[src/rtl/score4_move_ctrl.sv]
// Turn sequencer for score-4: cursor, per-column fill heights, player turn, gravity drop, write, win wait.
// Latency: put -> wr_en after (landing+1)*DROP_TICKS+1 cycles; verdict CHECK_CYCLES cycles after wr_en.
// Backpressure: none; left/right/put pulses arriving outside SELECT (or after game over) are discarded.
//
// Optional feature macro: SCORE4_TURN_TIMER_EN (idle turn timer; forces a turn pass after TURN_TIMEOUT
// idle SELECT cycles and pulses timeout). Without it, timeout is tied low and no counter exists.
//
// Ports:
//   clk, rst           clock, asynchronous active-low reset
//   left/right/put     single-cycle synchronized command pulses
//   win_a_i/win_b_i    win checker verdicts, sampled CHECK_CYCLES cycles after wr_en
//   cursor_col         selected column          player       side to move (0=A, 1=B)
//   drop_active        falling token shown      drop_row     row of the falling token
//   wr_en/wr_row/wr_col/wr_player   one-cycle panel write; row/col/player hold between writes
//   invalid_move       last put hit a full column
//   full_panel         every cell occupied      game_over    terminal state reached
//   timeout            one-cycle pulse on a forced turn pass

module score4_move_ctrl #(
  parameter int ROWS         = 6,
  parameter int COLS         = 7,
  parameter int DROP_TICKS   = 4,
  parameter int CHECK_CYCLES = 2
`ifdef SCORE4_TURN_TIMER_EN
  ,
  parameter int TURN_TIMEOUT = 255
`endif
) (
  input  logic       clk,
  input  logic       rst,
  input  logic       left,
  input  logic       right,
  input  logic       put,
  input  logic       win_a_i,
  input  logic       win_b_i,
  output logic [2:0] cursor_col,
  output logic       player,
  output logic       drop_active,
  output logic [2:0] drop_row,
  output logic       wr_en,
  output logic [2:0] wr_row,
  output logic [2:0] wr_col,
  output logic       wr_player,
  output logic       invalid_move,
  output logic       full_panel,
  output logic       game_over,
  output logic       timeout
);

  localparam int TW = (DROP_TICKS > 1) ? $clog2(DROP_TICKS) : 1;
  localparam int CW = (CHECK_CYCLES > 1) ? $clog2(CHECK_CYCLES) : 1;
  localparam logic [TW-1:0] TICK_LAST = TW'(DROP_TICKS - 1);
  localparam logic [CW-1:0] CHK_LAST  = CW'(CHECK_CYCLES - 1);
  localparam logic [2:0]    ROWS_V    = 3'(ROWS);
  localparam logic [2:0]    LAND_MAX  = 3'(ROWS - 1);
  localparam logic [2:0]    COL_MAX   = 3'(COLS - 1);
  localparam logic [5:0]    CELLS     = 6'(ROWS * COLS);

  typedef enum logic [2:0] {
    S_SELECT,
    S_DROP,
    S_WRITE,
    S_CHECK,
    S_OVER
  } state_t;

  state_t state, state_nxt;

  logic [2:0]    height [COLS];
  logic [2:0]    tgt_col;
  logic [2:0]    land_row;
  logic [TW-1:0] tick;
  logic [CW-1:0] chk_cnt;
  logic [5:0]    move_cnt;

  logic [2:0] cur_height;
  logic       in_select;
  logic       col_full;
  logic       put_ok;
  logic       put_bad;
  logic       mv_left;
  logic       mv_right;
  logic       drop_last;
  logic       chk_last;
  logic       panel_full;
  logic       game_end;
  logic       timer_fire;
  logic       player_flip;

  // Command decode; everything is qualified by SELECT so pulses elsewhere are simply lost.
  assign in_select  = (state == S_SELECT);
  assign cur_height = height[cursor_col];
  assign col_full   = (cur_height >= ROWS_V);
  assign put_ok     = in_select & put & ~col_full;
  assign put_bad    = in_select & put & col_full;
  // put wins over left/right; left+right together cancel out completely.
  assign mv_left    = in_select & ~put & left & ~right;
  assign mv_right   = in_select & ~put & right & ~left;

  // Last tick of the landing row ends the animation.
  assign drop_last  = (state == S_DROP) && (tick == TICK_LAST) && (drop_row == land_row);
  assign chk_last   = (state == S_CHECK) && (chk_cnt == CHK_LAST);
  assign panel_full = (move_cnt == CELLS);
  assign game_end   = win_a_i | win_b_i | panel_full;

  // ---------------------------------------------------------------------------
  // FSM
  // ---------------------------------------------------------------------------
  always_ff @(posedge clk or negedge rst) begin
    if (!rst) begin
      state <= S_SELECT;
    end else begin
      state <= state_nxt;
    end
  end

  always_comb begin
    state_nxt   = state;
    drop_active = 1'b0;
    case (state)
      S_SELECT: begin
        if (put_ok) state_nxt = S_DROP;
      end
      S_DROP: begin
        drop_active = 1'b1;
        if (drop_last) state_nxt = S_WRITE;
      end
      S_WRITE: begin
        state_nxt = S_CHECK;
      end
      S_CHECK: begin
        if (chk_last) state_nxt = game_end ? S_OVER : S_SELECT;
      end
      S_OVER: begin
        state_nxt = S_OVER;
      end
      default: begin
        state_nxt = S_SELECT;
      end
    endcase
  end

  // ---------------------------------------------------------------------------
  // Cursor and invalid-move flag
  // ---------------------------------------------------------------------------
  always_ff @(posedge clk or negedge rst) begin
    if (!rst) begin
      cursor_col   <= 3'd0;
      invalid_move <= 1'b0;
    end else begin
      if (mv_left) begin
        cursor_col <= (cursor_col == 3'd0) ? COL_MAX : cursor_col - 3'd1;
      end else if (mv_right) begin
        cursor_col <= (cursor_col == COL_MAX) ? 3'd0 : cursor_col + 3'd1;
      end

      if (put_bad) begin
        invalid_move <= 1'b1;
      end else if (put_ok || mv_left || mv_right) begin
        invalid_move <= 1'b0;
      end
    end
  end

  // ---------------------------------------------------------------------------
  // Drop animation and panel write
  // ---------------------------------------------------------------------------
  always_ff @(posedge clk or negedge rst) begin
    if (!rst) begin
      tgt_col   <= 3'd0;
      land_row  <= 3'd0;
      drop_row  <= 3'd0;
      tick      <= '0;
      wr_en     <= 1'b0;
      wr_row    <= 3'd0;
      wr_col    <= 3'd0;
      wr_player <= 1'b0;
    end else begin
      wr_en <= drop_last;

      if (put_ok) begin
        tgt_col  <= cursor_col;
        land_row <= LAND_MAX - cur_height;
        drop_row <= 3'd0;
        tick     <= '0;
      end else if (state == S_DROP) begin
        if (tick == TICK_LAST) begin
          tick <= '0;
          if (drop_row != land_row) drop_row <= drop_row + 3'd1;
        end else begin
          tick <= tick + 1'b1;
        end
      end else if (state == S_WRITE) begin
        drop_row <= 3'd0;
      end

      // wr_* are registered alongside wr_en so they stay stable until the next write.
      if (drop_last) begin
        wr_row    <= land_row;
        wr_col    <= tgt_col;
        wr_player <= player;
      end
    end
  end

  // ---------------------------------------------------------------------------
  // Column heights and move count (committed in the write cycle)
  // ---------------------------------------------------------------------------
  always_ff @(posedge clk or negedge rst) begin
    if (!rst) begin
      for (int i = 0; i < COLS; i++) height[i] <= 3'd0;
      move_cnt <= 6'd0;
    end else if (state == S_WRITE) begin
      height[tgt_col] <= height[tgt_col] + 3'd1;
      move_cnt        <= move_cnt + 6'd1;
    end
  end

  // ---------------------------------------------------------------------------
  // Win check window and game result
  // ---------------------------------------------------------------------------
  always_ff @(posedge clk or negedge rst) begin
    if (!rst) begin
      chk_cnt    <= '0;
      game_over  <= 1'b0;
      full_panel <= 1'b0;
    end else begin
      if (state == S_WRITE) begin
        chk_cnt <= '0;
      end else if ((state == S_CHECK) && !chk_last) begin
        chk_cnt <= chk_cnt + 1'b1;
      end

      if (chk_last && game_end) begin
        game_over  <= 1'b1;
        full_panel <= panel_full;
      end
    end
  end

  // ---------------------------------------------------------------------------
  // Optional idle turn timer
  // ---------------------------------------------------------------------------
`ifdef SCORE4_TURN_TIMER_EN
  logic [15:0] idle_cnt;
  logic        any_cmd;

  assign any_cmd    = left | right | put;
  assign timer_fire = in_select && !any_cmd && (idle_cnt == 16'(TURN_TIMEOUT - 1));

  // Counter only moves in SELECT, so it is effectively frozen during drop/check/over.
  always_ff @(posedge clk or negedge rst) begin
    if (!rst) begin
      idle_cnt <= 16'd0;
      timeout  <= 1'b0;
    end else begin
      timeout <= timer_fire;
      if (in_select) begin
        if (any_cmd || timer_fire) begin
          idle_cnt <= 16'd0;
        end else begin
          idle_cnt <= idle_cnt + 16'd1;
        end
      end
    end
  end
`else
  assign timer_fire = 1'b0;
  assign timeout    = 1'b0;
`endif

  // ---------------------------------------------------------------------------
  // Turn ownership; frozen once the game is over
  // ---------------------------------------------------------------------------
  assign player_flip = (chk_last & ~game_end) | timer_fire;

  always_ff @(posedge clk or negedge rst) begin
    if (!rst) begin
      player <= 1'b0;
    end else if (player_flip) begin
      player <= ~player;
    end
  end

endmodule

[config.mk]
export PLATFORM = sky130hd
export DESIGN_NAME = score4_move_ctrl
export DESIGN_NICKNAME = d
export VERILOG_FILES = /design/src/rtl/score4_move_ctrl.sv
export SDC_FILE = /design/constraint.sdc
export NUM_CORES = 1
export LEC_CHECK = 0
export BUFFER_PORTS_ARGS = -buffer_cell sky130_fd_sc_hd__buf_2
export CORE_MARGIN = 5
export CORE_UTILIZATION = 55
export CTS_CLUSTER_DIAMETER = 200
export CTS_CLUSTER_SIZE = 25
export DETAILED_ROUTE_END_ITERATION = 10
export PLACE_DENSITY = 0.78
export SYNTH_ARGS = -nofsm -noshare
export SYNTH_HDL_FRONTEND = slang
export SYNTH_SLANG_ARGS = --single-unit
[constraint.sdc]
create_clock -name clk -period 3.6 [get_ports clk]
set_input_delay 0.18 -clock clk [delete_from_list [all_inputs] [get_ports clk]]
set_output_delay 0.18 -clock clk [all_outputs]
set_load 0.01 [all_outputs]
---- Yosys cells after proc, flatten, opt, wreduce, memory -nomap -nowiden ----
Index checks and enable logic that the tools add are counted.
storage, ports and cells
  register bits after elaboration ......... 57
  logic and storage cells ................. 117
operators by class
  add/subtract/negate cells ............... 8
  order comparisons ....................... 4
  equal/unequal tests ..................... 14
  muxes and demuxes ....................... 31
  bitwise logic cells ..................... 19
  reductions and logical operators ........ 18
operators by type and width
  operator                                                                       count
  3-bit two-way mux                                                              18
  21-bit bitwise mux                                                             1
  3-bit binary-select mux with 3-bit select                                      2
  3-bit case mux with 5 select lines                                             1
  3-bit by 1-bit adder with 3-bit output (second input constant)                 3
  1-bit AND                                                                      9
  3-bit demux with 3-bit select                                                  1
  4-bit >= comparator (second input constant)                                    2
  3-bit NOT with 4-bit output                                                    2
  2-bit nonzero test                                                             4
  6-bit by 1-bit adder with 6-bit output (second input constant)                 1
  3-bit by 2-bit == test with 1-bit output (second input constant)               2
  3-bit == test (second input constant)                                          2
  6-bit == test (second input constant)                                          1
  1-bit logical AND                                                              6
  3-bit zero test                                                                2
  2-bit two-way mux                                                              3
  3-bit by 2-bit != test with 1-bit output (second input constant)               2
  1-bit NOT                                                                      6
  3-bit AND reduction                                                            2
  1-bit two-way mux                                                              5
  4-bit by 1-bit less-than comparator with 1-bit output (second input constant)  1
  2-bit != test (second input constant)                                          2
  3-bit by 1-bit == test with 1-bit output (second input constant)               1
  other kinds (13)                                                               15

---- Longest topological paths before layout ----
  depth after elaboration ................. 11
  depth in mapped cells ................... 11

---- Least setup slack after synthesis ----
No wires, ideal clock.
  kind .................................... reg-to-reg
  start point ............................. register cursor_col[1]
  end point ............................... register land_row[1]
  library setup time ...................... 0.125 ns
  data arrival time ....................... 2.444 ns
  slack ................................... 1.031 ns
  stages on the path, launching flop included .. 9
  buffers on the path ..................... 1
  clock period less this slack ............ 2.569 ns
  cell sequence ........................... dfrtp_1 clkbuf_1 mux2_2 a221o_1 o21a_1 ha_1 nor2b_1 and3b_1 mux2_2
between the ends
  longest elaborated chain between the ends .. 7
  elaborated cells on any way between the ends .. 8
RTL lines
  what                                                       RTL line  text
  start, declared                                            36        output logic [2:0] cursor_col,
  start signal, assigned                                     152       cursor_col <= (cursor_col == 3'd0) ? COL_MAX : cursor_col - 3'd1;
  start signal, assigned                                     154       cursor_col <= (cursor_col == COL_MAX) ? 3'd0 : cursor_col + 3'd1;
  3-bit NOT with 4-bit output (implied by the code) (*)      92        assign cur_height = height[cursor_col];
  3-bit binary-select mux with 3-bit select (*)              92
  3-bit two-way mux (implied by the code) (*) (2 in series)  92
  named net cur_height[1]                                    76        logic [2:0] cur_height;
  3-bit >= comparator                                        93        assign col_full = (cur_height >= ROWS_V);
  1-bit NOT                                                  94        assign put_ok = in_select & put & ~col_full;
  1-bit AND                                                  94
  end signal, assigned                                       183       land_row <= LAND_MAX - cur_height;
  end, declared                                              71        logic [2:0] land_row;
Mark *: on every way through the listed nets, which the timed path passes. The rest lies on a longest branch. The select of a mux whose other input is x is not followed.
A chain may end at the register's enable or synchronous reset.

---- Final worst setup path ----
Ends and elaborated chain as after synthesis.

==> impl_metrics.yaml <==
outcome:
  status: "finished, final reports clean"
yosys:
  ys_seq_area_share_pct: 47.0
  syn-num-nets: 290
  synth-adder-area-share_pct: 4.53
  synth-edff-count: 0
  syn_inst: 272
  yosys.area.top_type: "dfrtp_1"
  ys.flop_type: "dfrtp_1"
  async_flop_share_pct: 100
  synth_top_family_by_area: "multiplexers"
  synth-simple-area-share_pct: 15.6
  avgSynthCellArea_um2: 11.2
  yosysUniqueCellTypes: 52
  synth_area_um2: 3040
  synth.top_cell.area_share_pct: 47.0
  synth-seq-cells: 57
  synth_compound_area_share_pct: 9.47
  synth_top_cells_by_area: "dfrtp_1, mux2_2, ha_1, nand2_1, mux4_2"
  yosys.area_share.xor_xnor_pct: 3.17
  ys.warnings.count: 0
  synth_mux_area_share_pct: 16.7
clocking:
  cts_setup_buffers: 0
  cts_root_buf: "clkbuf_8"
  cts.clk_slew.worst_paths_ps: 70
  htree_levels: 3
  cts.sinks: 57
  clockBufferDepth: 2
  clkLatencyLatePin_ps: 340
  cts_buffers: 9
  cts_tree: "yes"
  postCtsHoldBufs: 1
  post_cts_resized: 0
setup_path:
  crit_end: "land_row[1]$_DFFE_PN0P_"
  critPathKind: "flop to flop"
  critical_path_required_ps: 3820
  rr_endpoint: "land_row[1]$_DFFE_PN0P_"
  reg2regPathDepth: 7
  r2r_slack_ps: 970
  cp_max_fo: 12
  startpoint_type: "flop"
  worstReg2RegStart: "cursor_col[1]$_DFFE_PN0P_"
  crit_path_start: "cursor_col[1]$_DFFE_PN0P_"
  arrival_ps: 2860
  endpoint_kind: "flop"
grt:
  grt-ovfl-total: 0
  grt_busiest_layer: "met2"
  grt_pass1_vias: 2229
  antenna_found_initial: 0
  track_usage_pct: 19.9
  grtUsageMet2_pct: 33.4
  grt_pass1_wl_um: 11200
  gr-usage-met1_pct: 24.8
  grt_use_met3_pct: 4.42
  grt_max_degree: 39
route:
  first_pass_iters: 4
  final_antenna_net_count: 0
  drc_errors: 0
  drt_wl_total_um: 6560
  vias_per_cell: 5.87
  post_drt_wl_per_cell_um: 17.5
  num_vias: 2201
  drtIter0Drc: 84
die:
  core_area_um2: 5440
  row_count: 27
  ioPinCount: 27
  die_w_um: 84.3
  die_h_um: 84.3
  fp.dieArea_um2: 7110
  initial_utilization_pct: 55.9
placement:
  port_buffers: 25
  placed_area_um2: 3200
  dp_hpwl_um: 4650
  gp_congestion: 0.823
power:
  pwr_density_cell_nw_per_um2: 400
  irDropWorstVdd_mv: 0.230
  p_leak_nw: 1.61
timing:
  finalHoldViolations: 0
  setup_violations: 0
  max_freq_mhz: 380
  slew_viol_final: 0
  clock_skew_ps: 8.48
  finalCritPeriodShare_pct: 73.2
  fin_tns_setup_ps: 0
  tightest_slew_ps: 887
  rsz0062_at_grt: "no"
  finalCriticalPeriod_ps: 2630
  slew_headroom_pct: 40.1
cells_and_area:
  n_antenna_cell: 0
  nets: 316
  final_util_pct: 63.3
  final_area_um2: 3440
  fillers: 441
  drive_above_1_share_pct: 27.7
  syn_to_final_growth_pct: 13.3
min_path:
  min_path_type: "input port to flop"
job:
  max_cap_viol_count: 0
-- metrics by stage --
| step | cells | hold slack (ps) | worst slack [ps] | total power [mW] |
|---|---|---|---|---|
| finish | 375 | 171 | 965 | 1.38 |
| global route | 375 | 194 | 804 | 1.43 |
| CTS | 375 | 166 | 986 | 1.38 |
| detailed placement | 358 | 339 | 997 | 0.703 |
| global placement | 358 | 319 | 1100 | 0.701 |
| floorplan | 272 | -116 | 1030 | 0.679 |
-- layer usage --
metal | part of all wire (%) | vias up | wire [um]
li1 | - | 1023 | -
met1 | 43 | 1110 | 2850
met2 | 51 | 53 | 3320
met3 | 4.1 | 15 | 271
met4 | 1.8 | 0 | 120
met5 | 0 | - | 0
-- cells in the mapped netlist (all sizes together) (4+ instances only) --
cell	instances
nand3	6
mux2i	8
nand3b	5
o31ai	5
ha	11
inv	10
clkbuf	6
o21ai	16
nor2	10
dfrtp	57
mux4	4
xor2	5
mux2	30
a21oi	9
nand2	29
buf	7
xnor2	6
-- how the worst min path moves through the flow --
stage / cells past startpoint / end / startpoint / slack [ps]
floorplan: 0 / chk_cnt$_DFFE_PN0P_ / rst / -120
global placement: 1 / wr_row[2]$_DFFE_PN0P_ / rst / 320
detailed placement: 1 / wr_row[2]$_DFFE_PN0P_ / rst / 340
CTS: 4 / player$_DFFE_PN0P_ / win_a_i / 170
global route: 4 / player$_DFFE_PN0P_ / win_b_i / 190
finish: 4 / player$_DFFE_PN0P_ / win_a_i / 170
-- state kept, by name, summed over array words and instances, names as in the netlist --
name          cells
tick              2
cursor_col        3
wr_en             1
move_cnt          6
tgt_col           3
state             3
chk_cnt           1
player            1
height           21
land_row          3
drop_row          3
invalid_move      1
wr_row            3
full_panel        1
game_over         1
wr_col            3
wr_player         1
-- cell usage in the layout, fill, tap and decap left out, types with 3 or more instances in the layout --
| cell type | count |
|---|---|
| nand3_1 | 6 |
| nand2_1 | 29 |
| nor2_1 | 10 |
| inv_1 | 10 |
| mux2i_1 | 8 |
| xnor2_1 | 6 |
| clkbuf_8 | 11 |
| o21ai_0 | 16 |
| a21oi_1 | 9 |
| nor2b_1 | 3 |
| xor2_1 | 5 |
| mux4_2 | 4 |
| nand4_1 | 3 |
| ha_1 | 11 |
| o31ai_1 | 5 |
| nand2b_1 | 3 |
| nand3b_1 | 5 |
| buf_2 | 25 |
| mux2_2 | 30 |
| dfrtp_1 | 57 |
-- logic make-up (layout without fill, tap and decap cells) --
family | after synthesis | in the layout
AO/OA/AOI/OAI | 44 | 44
buffers and inverters | 23 | 54
XOR/XNOR | 11 | 11
multiplexers | 42 | 42
adder cells (fa/ha/maj) | 11 | 11
other | 1 | 1
flip-flops | 57 | 57
AND/OR/NAND/NOR | 83 | 83
-- worst max-delay path, cell delays in order (launching register included) --
cell and delay, ps:
dfrtp_1 630, mux2_2 390, a221o_1 340, o21a_1 120, ha_1 210, nor2b_1 180
and3b_1 300, mux2_2 360
-- area by class of cell --
| class | count | area (um2) | area share (%) |
|---|---|---|---|
| Clock buffer | 11 | 151 | 4.40 |
| Clock inverter | 5 | 77.6 | 2.25 |
| Inverter | 10 | 37.5 | 1.09 |
| Multi-Input combinational cell | 192 | 1510 | 43.8 |
| Sequential cell | 57 | 1430 | 41.5 |
| Tap cell | 72 | 90.1 | 2.62 |
| Timing Repair Buffer | 28 | 150 | 4.36 |
-- power breakdown --
part,internal [mW],switching (mW)
Combinational,0.0159,0.0273
Clock,0.425,0.260
Sequential,0.642,0.00648
No activity file was read; power rests on OpenSTA's default activity.
